## src/rtl/issue_scheduler_if.sv

```systemverilog
// Decode, scoreboard and issue signals of the dual-issue scheduler.
// The master modport is the surrounding pipeline; the slave modport is the scheduler.
interface issue_scheduler_if #(
  parameter int POS_W = 8,
  parameter int ID_W  = 6
);
  logic                       in_valid;
  logic                       in_ready;
  logic [1:0]                 in_slot_v;
  logic [1:0][ID_W-1:0]       in_id;
  logic [1:0][4:0]            in_rs;
  logic [1:0][4:0]            in_rt;
  logic [1:0][4:0]            in_rd;
  logic [1:0]                 in_wr;
  logic [1:0][2:0]            in_lat;
  logic [1:0]                 in_mem;
  logic [1:0]                 in_mdu;
  logic [3:0][4:0]            sb_read_addr;
  logic [3:0][POS_W-1:0]      sb_pos;
  logic [1:0]                 sb_write_ena;
  logic [1:0][4:0]            sb_write_addr;
  logic [1:0][POS_W-1:0]      sb_write_pos;
  logic [1:0]                 issue_valid;
  logic [1:0][ID_W-1:0]       issue_id;

  modport master (
    output in_valid, in_slot_v, in_id, in_rs, in_rt, in_rd, in_wr, in_lat, in_mem, in_mdu,
    output sb_pos,
    input  in_ready, sb_read_addr, sb_write_ena, sb_write_addr, sb_write_pos,
    input  issue_valid, issue_id
  );

  modport slave (
    input  in_valid, in_slot_v, in_id, in_rs, in_rt, in_rd, in_wr, in_lat, in_mem, in_mdu,
    input  sb_pos,
    output in_ready, sb_read_addr, sb_write_ena, sb_write_addr, sb_write_pos,
    output issue_valid, issue_id
  );
endinterface

```

## src/rtl/issue_scheduler.sv

```systemverilog
// Dual-issue in-order issue controller: two-entry pair buffer, scoreboard checks, MDU busy FSM.
// Optional macro ISSUE_PERF_CNT_EN adds the perf_dual / perf_hazard event counters.
module issue_scheduler #(
  parameter int POS_W     = 8,
  parameter int FWD_SLACK = 1,
  parameter int MDU_LAT   = 6,
  parameter int ID_W      = 6
) (
  input  logic              clk,
  input  logic              rst,
  input  logic              stall,
  input  logic              flush,
  issue_scheduler_if.slave  bus
`ifdef ISSUE_PERF_CNT_EN
  ,
  output logic [31:0]       perf_dual,
  output logic [31:0]       perf_hazard
`endif
);
  localparam int CNT_W = (MDU_LAT > 2) ? $clog2(MDU_LAT) : 1;

  typedef struct packed {
    logic            valid;
    logic [ID_W-1:0] id;
    logic [4:0]      rs;
    logic [4:0]      rt;
    logic [4:0]      rd;
    logic            wr;
    logic [2:0]      lat;
    logic            mem;
    logic            mdu;
  } entry_t;

  typedef enum logic {IDLE, BUSY} mdu_state_t;

  entry_t     b0_reg, b0_next, b1_reg, b1_next;
  entry_t     in_entry [2];
  entry_t     slot     [2];
  mdu_state_t state_reg, state_next;
  logic [CNT_W-1:0] cnt_reg, cnt_next;

  logic [3:0][4:0] rd_addr;
  logic [3:0]      opnd_rdy;
  logic            busy, iss0, iss1, raw, waw, accept, mdu_issue;
  logic [1:0]      iss;

  assign slot[0] = b0_reg;
  assign slot[1] = b1_reg;
  assign rd_addr = {b1_reg.rt, b1_reg.rs, b0_reg.rt, b0_reg.rs};
  assign bus.sb_read_addr = rd_addr;

  genvar gi;
  generate
    for (gi = 0; gi < 4; gi++) begin : g_opnd
      assign opnd_rdy[gi] = (rd_addr[gi] == 5'd0) || ((bus.sb_pos[gi] >> FWD_SLACK) == '0);
    end
    for (gi = 0; gi < 2; gi++) begin : g_slot
      assign in_entry[gi] = '{valid: 1'b1, id: bus.in_id[gi], rs: bus.in_rs[gi],
                              rt: bus.in_rt[gi], rd: bus.in_rd[gi], wr: bus.in_wr[gi],
                              lat: bus.in_lat[gi], mem: bus.in_mem[gi], mdu: bus.in_mdu[gi]};
      assign bus.sb_write_ena[gi]  = iss[gi] && slot[gi].wr && (slot[gi].rd != 5'd0);
      assign bus.sb_write_addr[gi] = slot[gi].rd;
      assign bus.sb_write_pos[gi]  = POS_W'(1) << slot[gi].lat;
      assign bus.issue_id[gi]      = slot[gi].id;
    end
  endgenerate

  assign busy = (state_reg == BUSY);
  assign raw  = b0_reg.wr && (b0_reg.rd != 5'd0) &&
                ((b0_reg.rd == b1_reg.rs) || (b0_reg.rd == b1_reg.rt));
  assign waw  = b0_reg.wr && b1_reg.wr && (b0_reg.rd == b1_reg.rd);

  assign iss0 = b0_reg.valid && opnd_rdy[0] && opnd_rdy[1] &&
                !(b0_reg.mdu && busy) && !stall && !flush;
  assign iss1 = iss0 && b1_reg.valid && opnd_rdy[2] && opnd_rdy[3] && !raw && !waw &&
                !(b0_reg.mem && b1_reg.mem) && !(b0_reg.mdu && b1_reg.mdu) &&
                !(b1_reg.mdu && busy);
  assign iss  = {iss1, iss0};
  assign bus.issue_valid = iss;

  // B1 is never valid without B0 (compaction), so "all valid entries issue" reduces to this.
  assign bus.in_ready = !stall && !flush &&
                        ((!b0_reg.valid && !b1_reg.valid) || (iss0 && (!b1_reg.valid || iss1)));
  assign accept    = bus.in_valid && bus.in_ready;
  assign mdu_issue = (iss0 && b0_reg.mdu) || (iss1 && b1_reg.mdu);

  always_comb begin
    b0_next = b0_reg;
    b1_next = b1_reg;
    if (flush) begin
      b0_next = '0;
      b1_next = '0;
    end else if (!stall) begin
      if (accept) begin
        b0_next = '0;
        b1_next = '0;
        if (bus.in_slot_v[0]) begin
          b0_next = in_entry[0];
          if (bus.in_slot_v[1]) b1_next = in_entry[1];
        end else if (bus.in_slot_v[1]) begin
          b0_next = in_entry[1];
        end
      end else if (iss1) begin
        b0_next = '0;
        b1_next = '0;
      end else if (iss0) begin
        b0_next = b1_reg;
        b1_next = '0;
      end
    end
  end

  // BUSY covers the MDU_LAT-1 cycles after the issuing one, so the next MDU op
  // can issue exactly MDU_LAT non-stalled cycles after the previous one.
  always_comb begin
    state_next = state_reg;
    cnt_next   = cnt_reg;
    if (flush) begin
      state_next = IDLE;
      cnt_next   = '0;
    end else if (!stall) begin
      case (state_reg)
        IDLE: if (mdu_issue) begin
          state_next = BUSY;
          cnt_next   = CNT_W'(MDU_LAT - 1);
        end
        BUSY: if (cnt_reg <= CNT_W'(1)) begin
          state_next = IDLE;
          cnt_next   = '0;
        end else begin
          cnt_next = cnt_reg - CNT_W'(1);
        end
        default: begin
          state_next = IDLE;
          cnt_next   = '0;
        end
      endcase
    end
  end

  always_ff @(posedge clk) begin
    if (rst) begin
      b0_reg    <= '0;
      b1_reg    <= '0;
      state_reg <= IDLE;
      cnt_reg   <= '0;
    end else begin
      b0_reg    <= b0_next;
      b1_reg    <= b1_next;
      state_reg <= state_next;
      cnt_reg   <= cnt_next;
    end
  end

`ifdef ISSUE_PERF_CNT_EN
  logic [31:0] dual_reg, hazard_reg;

  always_ff @(posedge clk) begin
    if (rst) begin
      dual_reg   <= '0;
      hazard_reg <= '0;
    end else begin
      if (iss1) dual_reg <= dual_reg + 32'd1;
      if (!stall && !flush && b0_reg.valid && !iss0) hazard_reg <= hazard_reg + 32'd1;
    end
  end

  assign perf_dual   = dual_reg;
  assign perf_hazard = hazard_reg;
`else
  // Default build carries no event counters.
`endif
endmodule

```

## src/flat_wrapper.sv

```systemverilog
// flat-port wrapper written by rule: the top's interface ports become plain ports
module issue_scheduler_flat 
#(
  parameter int POS_W     = 8,
  parameter int FWD_SLACK = 1,
  parameter int MDU_LAT   = 6,
  parameter int ID_W      = 6
)
  (clk, rst, stall, flush, bus_in_valid, bus_in_slot_v, bus_in_id, bus_in_rs, bus_in_rt, bus_in_rd, bus_in_wr, bus_in_lat, bus_in_mem, bus_in_mdu, bus_sb_pos, bus_in_ready, bus_sb_read_addr, bus_sb_write_ena, bus_sb_write_addr, bus_sb_write_pos, bus_issue_valid, bus_issue_id);
  issue_scheduler_if #(.POS_W(POS_W), .ID_W(ID_W)) bus_i ();
  input  logic clk;
  input  logic rst;
  input  logic stall;
  input  logic flush;
  input wire logic [$bits(bus_i.in_valid)-1:0] bus_in_valid;
  input wire logic [$bits(bus_i.in_slot_v)-1:0] bus_in_slot_v;
  input wire logic [$bits(bus_i.in_id)-1:0] bus_in_id;
  input wire logic [$bits(bus_i.in_rs)-1:0] bus_in_rs;
  input wire logic [$bits(bus_i.in_rt)-1:0] bus_in_rt;
  input wire logic [$bits(bus_i.in_rd)-1:0] bus_in_rd;
  input wire logic [$bits(bus_i.in_wr)-1:0] bus_in_wr;
  input wire logic [$bits(bus_i.in_lat)-1:0] bus_in_lat;
  input wire logic [$bits(bus_i.in_mem)-1:0] bus_in_mem;
  input wire logic [$bits(bus_i.in_mdu)-1:0] bus_in_mdu;
  input wire logic [$bits(bus_i.sb_pos)-1:0] bus_sb_pos;
  output wire logic [$bits(bus_i.in_ready)-1:0] bus_in_ready;
  output wire logic [$bits(bus_i.sb_read_addr)-1:0] bus_sb_read_addr;
  output wire logic [$bits(bus_i.sb_write_ena)-1:0] bus_sb_write_ena;
  output wire logic [$bits(bus_i.sb_write_addr)-1:0] bus_sb_write_addr;
  output wire logic [$bits(bus_i.sb_write_pos)-1:0] bus_sb_write_pos;
  output wire logic [$bits(bus_i.issue_valid)-1:0] bus_issue_valid;
  output wire logic [$bits(bus_i.issue_id)-1:0] bus_issue_id;
  assign bus_i.in_valid = bus_in_valid;
  assign bus_i.in_slot_v = bus_in_slot_v;
  assign bus_i.in_id = bus_in_id;
  assign bus_i.in_rs = bus_in_rs;
  assign bus_i.in_rt = bus_in_rt;
  assign bus_i.in_rd = bus_in_rd;
  assign bus_i.in_wr = bus_in_wr;
  assign bus_i.in_lat = bus_in_lat;
  assign bus_i.in_mem = bus_in_mem;
  assign bus_i.in_mdu = bus_in_mdu;
  assign bus_i.sb_pos = bus_sb_pos;
  assign bus_in_ready = bus_i.in_ready;
  assign bus_sb_read_addr = bus_i.sb_read_addr;
  assign bus_sb_write_ena = bus_i.sb_write_ena;
  assign bus_sb_write_addr = bus_i.sb_write_addr;
  assign bus_sb_write_pos = bus_i.sb_write_pos;
  assign bus_issue_valid = bus_i.issue_valid;
  assign bus_issue_id = bus_i.issue_id;
  issue_scheduler #(.POS_W(POS_W), .FWD_SLACK(FWD_SLACK), .MDU_LAT(MDU_LAT), .ID_W(ID_W)) u_core (.clk(clk), .rst(rst), .stall(stall), .flush(flush), .bus(bus_i));
endmodule
```

## config.mk

```make
export PLATFORM = sky130hd
export DESIGN_NAME = issue_scheduler_flat
export DESIGN_NICKNAME = d
export VERILOG_FILES = /design/src/rtl/issue_scheduler_if.sv /design/src/rtl/issue_scheduler.sv /design/src/flat_wrapper.sv
export SDC_FILE = /design/constraint.sdc
export NUM_CORES = 1
export LEC_CHECK = 0
export ABC_AREA = 0
export ABC_CLOCK_PERIOD_IN_PS = 3200
export CORE_MARGIN = 3
export CORE_UTILIZATION = 43
export CTS_CLUSTER_SIZE = 14
export DETAILED_ROUTE_END_ITERATION = 7
export MAX_ROUTING_LAYER = met4
export PLACE_DENSITY = 0.92
export SYNTH_ARGS = -nofsm -noshare
export SYNTH_HDL_FRONTEND = slang
export SYNTH_SLANG_ARGS = --single-unit
```

## constraint.sdc

```tcl
create_clock -name clk -period 3.2 [get_ports clk]
set_input_delay 0.48 -clock clk [delete_from_list [all_inputs] [get_ports clk]]
set_output_delay 0.48 -clock clk [all_outputs]
set_load 0.05 [all_outputs]
```

== Word level (Yosys, flattened, before mapping) ==
Cells that the tools add are included.
Widths: inputs -> output; s select.
Word-level totals
  register bits: 60
  bits of input ports: 93
  output and inout bits: 63
  logic and storage cells: 109
Cells by class
  add/sub/neg operators: 1
  $lt $le $gt $ge: 1
  eq/ne operators: 4
  shifts and indexed selects: 2
  multiplexer cells: 15
  bitwise logic cells: 2
  reduce and logical (&&, ||, !) cells: 64
Operators with widths (number)
  $mux 28: 9
  $logic_and 1x1->1: 32
  $logic_not 8->1: 4
  $logic_not 5->1: 4
  $shl 1x3->8 const A: 2
  $eq 5x5->1: 3
  $logic_not 1->1: 10
  $reduce_bool 5->1: 2
  $logic_or 1x1->1: 8
  $mux 3: 2
  $pmux 3 s2: 1
  $reduce_and 2->1: 2
  $le 3x1->1 const B: 1
  $reduce_bool 3->1: 1
  $sub 3x1->3 const B: 1
  $mux 1: 2
  $ne 2x1->1 const B: 1
  $not 1->1: 2
  $pmux 1 s2: 1
  $reduce_or 2->1: 1

== Depth between registers and ports, before layout ==
  depth after elaboration: 22
  depth in mapped cells: 11
  mapped depth without buffers: 8

== Least setup slack after synthesis ==
Ideal clock, no wire load.
  path kind: input port to output port
  start: input bus_sb_pos[3]
  end: output bus_sb_write_ena[1]
  arrival time: 2.122 ns
  slack: 0.598 ns
  cell stages on the path: 7
  path through: or4_4 > nor4_4 > o221ai_2 > clkinv_2 > o21ai_0 > nor2_1 > o311a_1
On the way
  cells in the longest elaborated chain, start to end: 17
RTL lines
  from (decl): line flat_wrapper.sv:25  | input wire logic [$bits(bus_i.sb_pos)-1:0] bus_sb_pos;
  $logic_not 8->1: line issue_scheduler.sv:55  | assign opnd_rdy[gi] = (rd_addr[gi] == 5'd0) || ((bus.sb_pos[gi] >> FWD_SLACK) == '0);
  $logic_or 1x1->1: line issue_scheduler.sv:55
  $logic_and 1x1->1 (3 in a row): line issue_scheduler.sv:73  | assign iss0 = b0_reg.valid && opnd_rdy[0] && opnd_rdy[1] &&
  $logic_and 1x1->1 (2 in a row): line issue_scheduler.sv:74  | !(b0_reg.mdu && busy) && !stall && !flush;
  net u_core.iss0: line issue_scheduler.sv:44  | logic busy, iss0, iss1, raw, waw, accept, mdu_issue;
  $logic_and 1x1->1 (6 in a row): line issue_scheduler.sv:75  | assign iss1 = iss0 && b1_reg.valid && opnd_rdy[2] && opnd_rdy[3] && !raw && !waw &&
  $logic_and 1x1->1 (2 in a row): line issue_scheduler.sv:76  | !(b0_reg.mem && b1_reg.mem) && !(b0_reg.mdu && b1_reg.mdu) &&
  net u_core.iss1: line issue_scheduler.sv:44
  $logic_and 1x1->1 (2 in a row): line issue_scheduler.sv:61  | assign bus.sb_write_ena[gi] = iss[gi] && slot[gi].wr && (slot[gi].rd != 5'd0);
  to (decl): line flat_wrapper.sv:28  | output wire logic [$bits(bus_i.sb_write_ena)-1:0] bus_sb_write_ena;
The timed path passes the listed nets, and every way through them passes these cells.

== Final worst setup path ==
  start: input bus_sb_pos[11]
  end: output bus_sb_write_ena[1]
On the way
  cells in the longest elaborated chain, start to end: 16
RTL lines (line)
  $logic_not 8->1: issue_scheduler.sv:55
  $logic_or 1x1->1: issue_scheduler.sv:55
  $logic_and 1x1->1 (2 in a row): issue_scheduler.sv:73
  $logic_and 1x1->1 (2 in a row): issue_scheduler.sv:74
  $logic_and 1x1->1 (6 in a row): issue_scheduler.sv:75
  $logic_and 1x1->1 (2 in a row): issue_scheduler.sv:76
  $logic_and 1x1->1 (2 in a row): issue_scheduler.sv:61
Every way passes these cells.

==> impl_metrics.py <==
metrics = {
    "synth": {
        "yosys.area_share.xor_xnor_pct": 3.565,
        "synth_flop_cell": "sky130_fd_sc_hd__dfxtp_1",
        "synth_compound_gate_area_share_pct": 30.87,
        "combinational_family_with_the_most_area_after_synthesis": "compound AO/OA/AOI/OAI gates",
        "synth.yosys.seq_area_share_pct": 32.60,
        "yosysMostFrequentCell": "sky130_fd_sc_hd__dfxtp_1",
        "synthMuxAreaShare_pct": 0,
        "synth.lib_cells_used.distinct": 48,
        "synth_area_per_cell_um2": 8.836,
        "synth_top_cells_by_count": "sky130_fd_sc_hd__dfxtp_1 (60), sky130_fd_sc_hd__nor2_1 (45), sky130_fd_sc_hd__buf_4 (44), sky130_fd_sc_hd__nand2_1 (37), sky130_fd_sc_hd__a22oi_1 (30)",
        "yosys_register_bits": 60,
        "number_of_synthesized_flops_with_an_enable_pin": 0,
        "synthesis.yosys.warnings": 0,
        "synth_area_leader_cell": "sky130_fd_sc_hd__dfxtp_1",
        "post_synthesis_share_of_cell_area_spent_on_full_adders_half_adders_and_majority_gates_pct": 0.3396,
        "syn-num-nets": 511,
        "synthesis.area_um2": 3685,
        "synth.area.top_cells": "sky130_fd_sc_hd__dfxtp_1 (33%), sky130_fd_sc_hd__buf_4 (9.0%), sky130_fd_sc_hd__a221oi_2 (8.1%)",
        "synth.top_cell.area_share_pct": 32.60,
        "ys_async_sr_fraction_pct": 0,
        "synth_simple_gate_area_share_pct": 17.01,
        "synthesis.instances": 417,
    },
    "sta": {
        "period_minus_slack_ns": 3.073,
        "report.final.hold_viol_count": 0,
        "slew_headroom_pct": 30.82,
        "max_freq_mhz": 325.4,
        "finalMaxSlewViolations": 0,
        "setup_slack_ns": 0.1267,
        "finalCritPeriodShare_pct": 96.04,
        "setup_viol": 0,
        "worst-slew-pin-transition_ns": 1.035,
        "setup_tns_ns": 0,
        "grt_setup_unrepaired": "no",
        "clock_skew_ns": 0.006416,
    },
    "clock_network": {
        "post-cts-setup-buffers": 0,
        "clkTransAtPathRegs_ns": 0.07,
        "cts_num_sinks": 60,
        "ctsHoldBuffers": 0,
        "cts-resized-gates": 0,
        "cts_tree": "yes",
        "clock_path_buffers": 2,
        "cts-root-buf": "sky130_fd_sc_hd__clkbuf_8",
        "cts_htree_levels": 3,
        "clkLatencyLatePin_ns": 0.33,
        "tritoncts.num_buffers": 9,
    },
    "setup_path": {
        "rrSetupSlack_ns": 0.50,
        "worstPathArrival_ns": 2.59,
        "worstPathBufferInverterCount": 3,
        "worst-path-max-fanout": 6,
        "worst_ep_required_time_ns": 2.72,
        "setup.worst_path.start_class": "input port",
        "cpLargestDelayFamily": "simple AND/OR/NAND/NOR gates",
        "timing.critical_path.cells": "clkdlybuf4s50_1 -> or4_4 -> nor4_4 -> o221ai_4 -> clkinv_2 -> o21ai_0 -> nor2_2 -> o311a_1 -> buf_12",
        "worstReg2RegStart": "u_core.bus.sb_write_addr[3]$_SDFFE_PP0P_",
        "critical_path.reg2reg.endpoint": "u_core.bus.sb_read_addr[3]$_SDFFE_PP0P_",
        "critical_path.slowest_cell": "sky130_fd_sc_hd__or4_4",
        "crit_path_max_incr_delay_ns": 0.54,
        "crit_path_end_kind": "output port",
        "worstSetupPathType": "in2out",
        "r2r.worst_path.cells": 7,
    },
    "placed_design": {
        "buffer_ports.inserted": 151,
        "gpl.final_weighted_congestion": 0.7923,
        "pre_cts_ws_ns": 0.04499,
        "place_inst": 613,
        "hpwl_mm": 8.276,
        "dpl-instance-area_um2": 4959,
    },
    "pwr": {
        "vdd.ir_drop.worst_v": 0.0001605,
        "p_leak_nw": 1.919,
        "power.internal_mw": 1.259,
        "clock_power_share_pct": 38.5,
        "share_seq_of_total_power_pct": 44.8,
        "fin_total_pwr_mw": 1.710,
        "combPwrFrac_pct": 16.7,
        "power.switching_fraction_pct": 26.35,
        "net_load_switching_power_mw": 0.4505,
        "power.density_nw_per_um2": 331.6,
    },
    "die": {
        "initial_core_util_pct": 44.62,
        "design.portCount": 156,
        "coreArea_um2": 8258,
        "die_height_um": 98.57,
        "fp-row-count": 33,
        "fp.dieW_um": 98.57,
        "die-area_um2": 9716,
    },
    "layout": {
        "fin_area_um2": 5156,
        "area.sequential_um2": 1201,
        "num_antenna_cells": 0,
        "layout-drive-gt1-share_pct": 16.22,
        "number_of_flip_flops_under_the_largest_register_name": 20,
        "multi_input_area_um2": 1937,
        "fill_cells": 691,
        "layout_overhead_on_the_synthesized_area_pct": 39.93,
        "layout.cells.non_filler": 629,
        "final_nets": 613,
    },
    "drt": {
        "met2_length_mm": 5.773,
        "route.met3.wl_um": 804,
        "highest_layer": "met4",
        "drt_first_pass_iters": 4,
        "antenna_violating_nets_post_route": 0,
        "routed_wl_mm": 11.44,
        "first_iter_violations": 152,
        "post-route-drc-count": 0,
        "wire_length_on_met1_mm": 4.664,
        "routed_vias_inst": 5.633,
        "via_count": 3543,
        "average_detailed_routed_wire_length_per_instance_um": 18.19,
    },
    "hold_path": {
        "timing.hold.worst_endpoint": "u_core.cnt_reg[1]$_SDFFE_PP0P_",
        "worst_hold_path.num_cells": 2,
        "min-delay-start": "u_core.cnt_reg[1]$_SDFFE_PP0P_",
        "hold_class": "reg2reg",
    },
    "grt": {
        "grt_first_pass_wirelength_mm": 17.97,
        "grt_remaining_overflow": 0,
        "antenna_found_initial": 0,
        "total_global_routing_track_utilization_pct": 23.66,
        "largest_net_degree_at_the_start_of_global_routing": 33,
        "grt_pass1_vias": 3632,
    },
    "run_status": {
        "outcome": "completed",
    },
    "job": {
        "maxCapViolations": 0,
    },
}
==> worst max path at each step <==
stage	endpoint	start	cells after the start
2_1_floorplan	bus_sb_write_ena[1]	bus_sb_pos[3]	7
3_3_place_gp	u_core.bus.sb_read_addr[7]$_SDFFE_PP0P_	stall	9
3_5_place_dp	u_core.bus.sb_read_addr[3]$_SDFFE_PP0P_	bus_sb_pos[11]	8
4_1_cts	bus_sb_write_ena[1]	bus_sb_pos[11]	9
5_1_grt	bus_sb_write_ena[1]	bus_sb_pos[11]	9
6_report	bus_sb_write_ena[1]	bus_sb_pos[11]	9
==> metal layers <==
layer | global-route usage, % | vias to the layer above
met5 | - | -
met4 | 8.088 | 0
met3 | 5.308 | 20
met2 | 40.04 | 159
met1 | 27.73 | 1680
li1 | - | 1684
==> through the flow <==
step	hold WS, ns	util [%]
6_report	0.5595	62.44
4_1_cts	0.5598	62.27
3_3_place_gp	0.5092	60.05
2_1_floorplan	0.4934	-
5_1_grt	0.5841	62.44
3_5_place_dp	0.5375	60.05
==> placed cells by master (no fill, tap or decap), drive strengths merged, types with 4 or more instances in the layout <==
master         netlist  routed
a21oi               33      33
a221oi              28      28
a22oi               30      30
and3b                4       4
buf                 62      19
clkbuf              12      11
clkdlybuf4s50        0     146
clkinv               1       4
dfxtp               60      60
inv                  5       5
nand2               37      37
nor2                46      46
nor3                 9       9
nor3b                6       6
nor4                 5       5
o21ai               31      31
or4                  5       5
xor2                14      14
==> worst reg2reg max path, cell delays in order, from the launching register on <==
cell and delay [ns]:
sky130_fd_sc_hd__dfxtp_1 0.49, sky130_fd_sc_hd__xor2_1 0.11, sky130_fd_sc_hd__nor4_1 0.31, sky130_fd_sc_hd__nand4_1 0.24, sky130_fd_sc_hd__o2111a_4 0.25, sky130_fd_sc_hd__nor2_4 0.81, sky130_fd_sc_hd__a221oi_1 0.24, sky130_fd_sc_hd__a21oi_1 0.19
==> power groups by stage <==
stage / sequential (mW) / clock, mW / combinational (mW)
5_1_grt: 0.768 / 0.704 / 0.302
6_report: 0.767 / 0.658 / 0.285
3_5_place_dp: 0.784 / 0 / 0.284
4_1_cts: 0.767 / 0.673 / 0.285
3_3_place_gp: 0.783 / 0 / 0.279
2_1_floorplan: 0.780 / 0 / 0.132
==> logic make-up (layout without fill, tap and decap cells) <==
kind of cell	after synthesis	in the layout
xor gates and xnor gates	15	15
AOI/OAI and AO/OA	136	136
and+or+nand+nor	125	125
buffers and inverters	80	187
DFF	60	60
adders and majority gates	1	1
==> final cells by class <==
| type | count | area share [%] |
|---|---|---|
| multi-input combinational | 277 | 37.56 |
| tap | 105 | 2.548 |
| timing repair buffer | 165 | 32.56 |
| inverter | 6 | 0.4611 |
| clock buffer | 11 | 2.548 |
| clock inverter | 5 | 1.019 |
| sequential | 60 | 23.30 |
No activity file was read; power rests on OpenSTA's default activity.
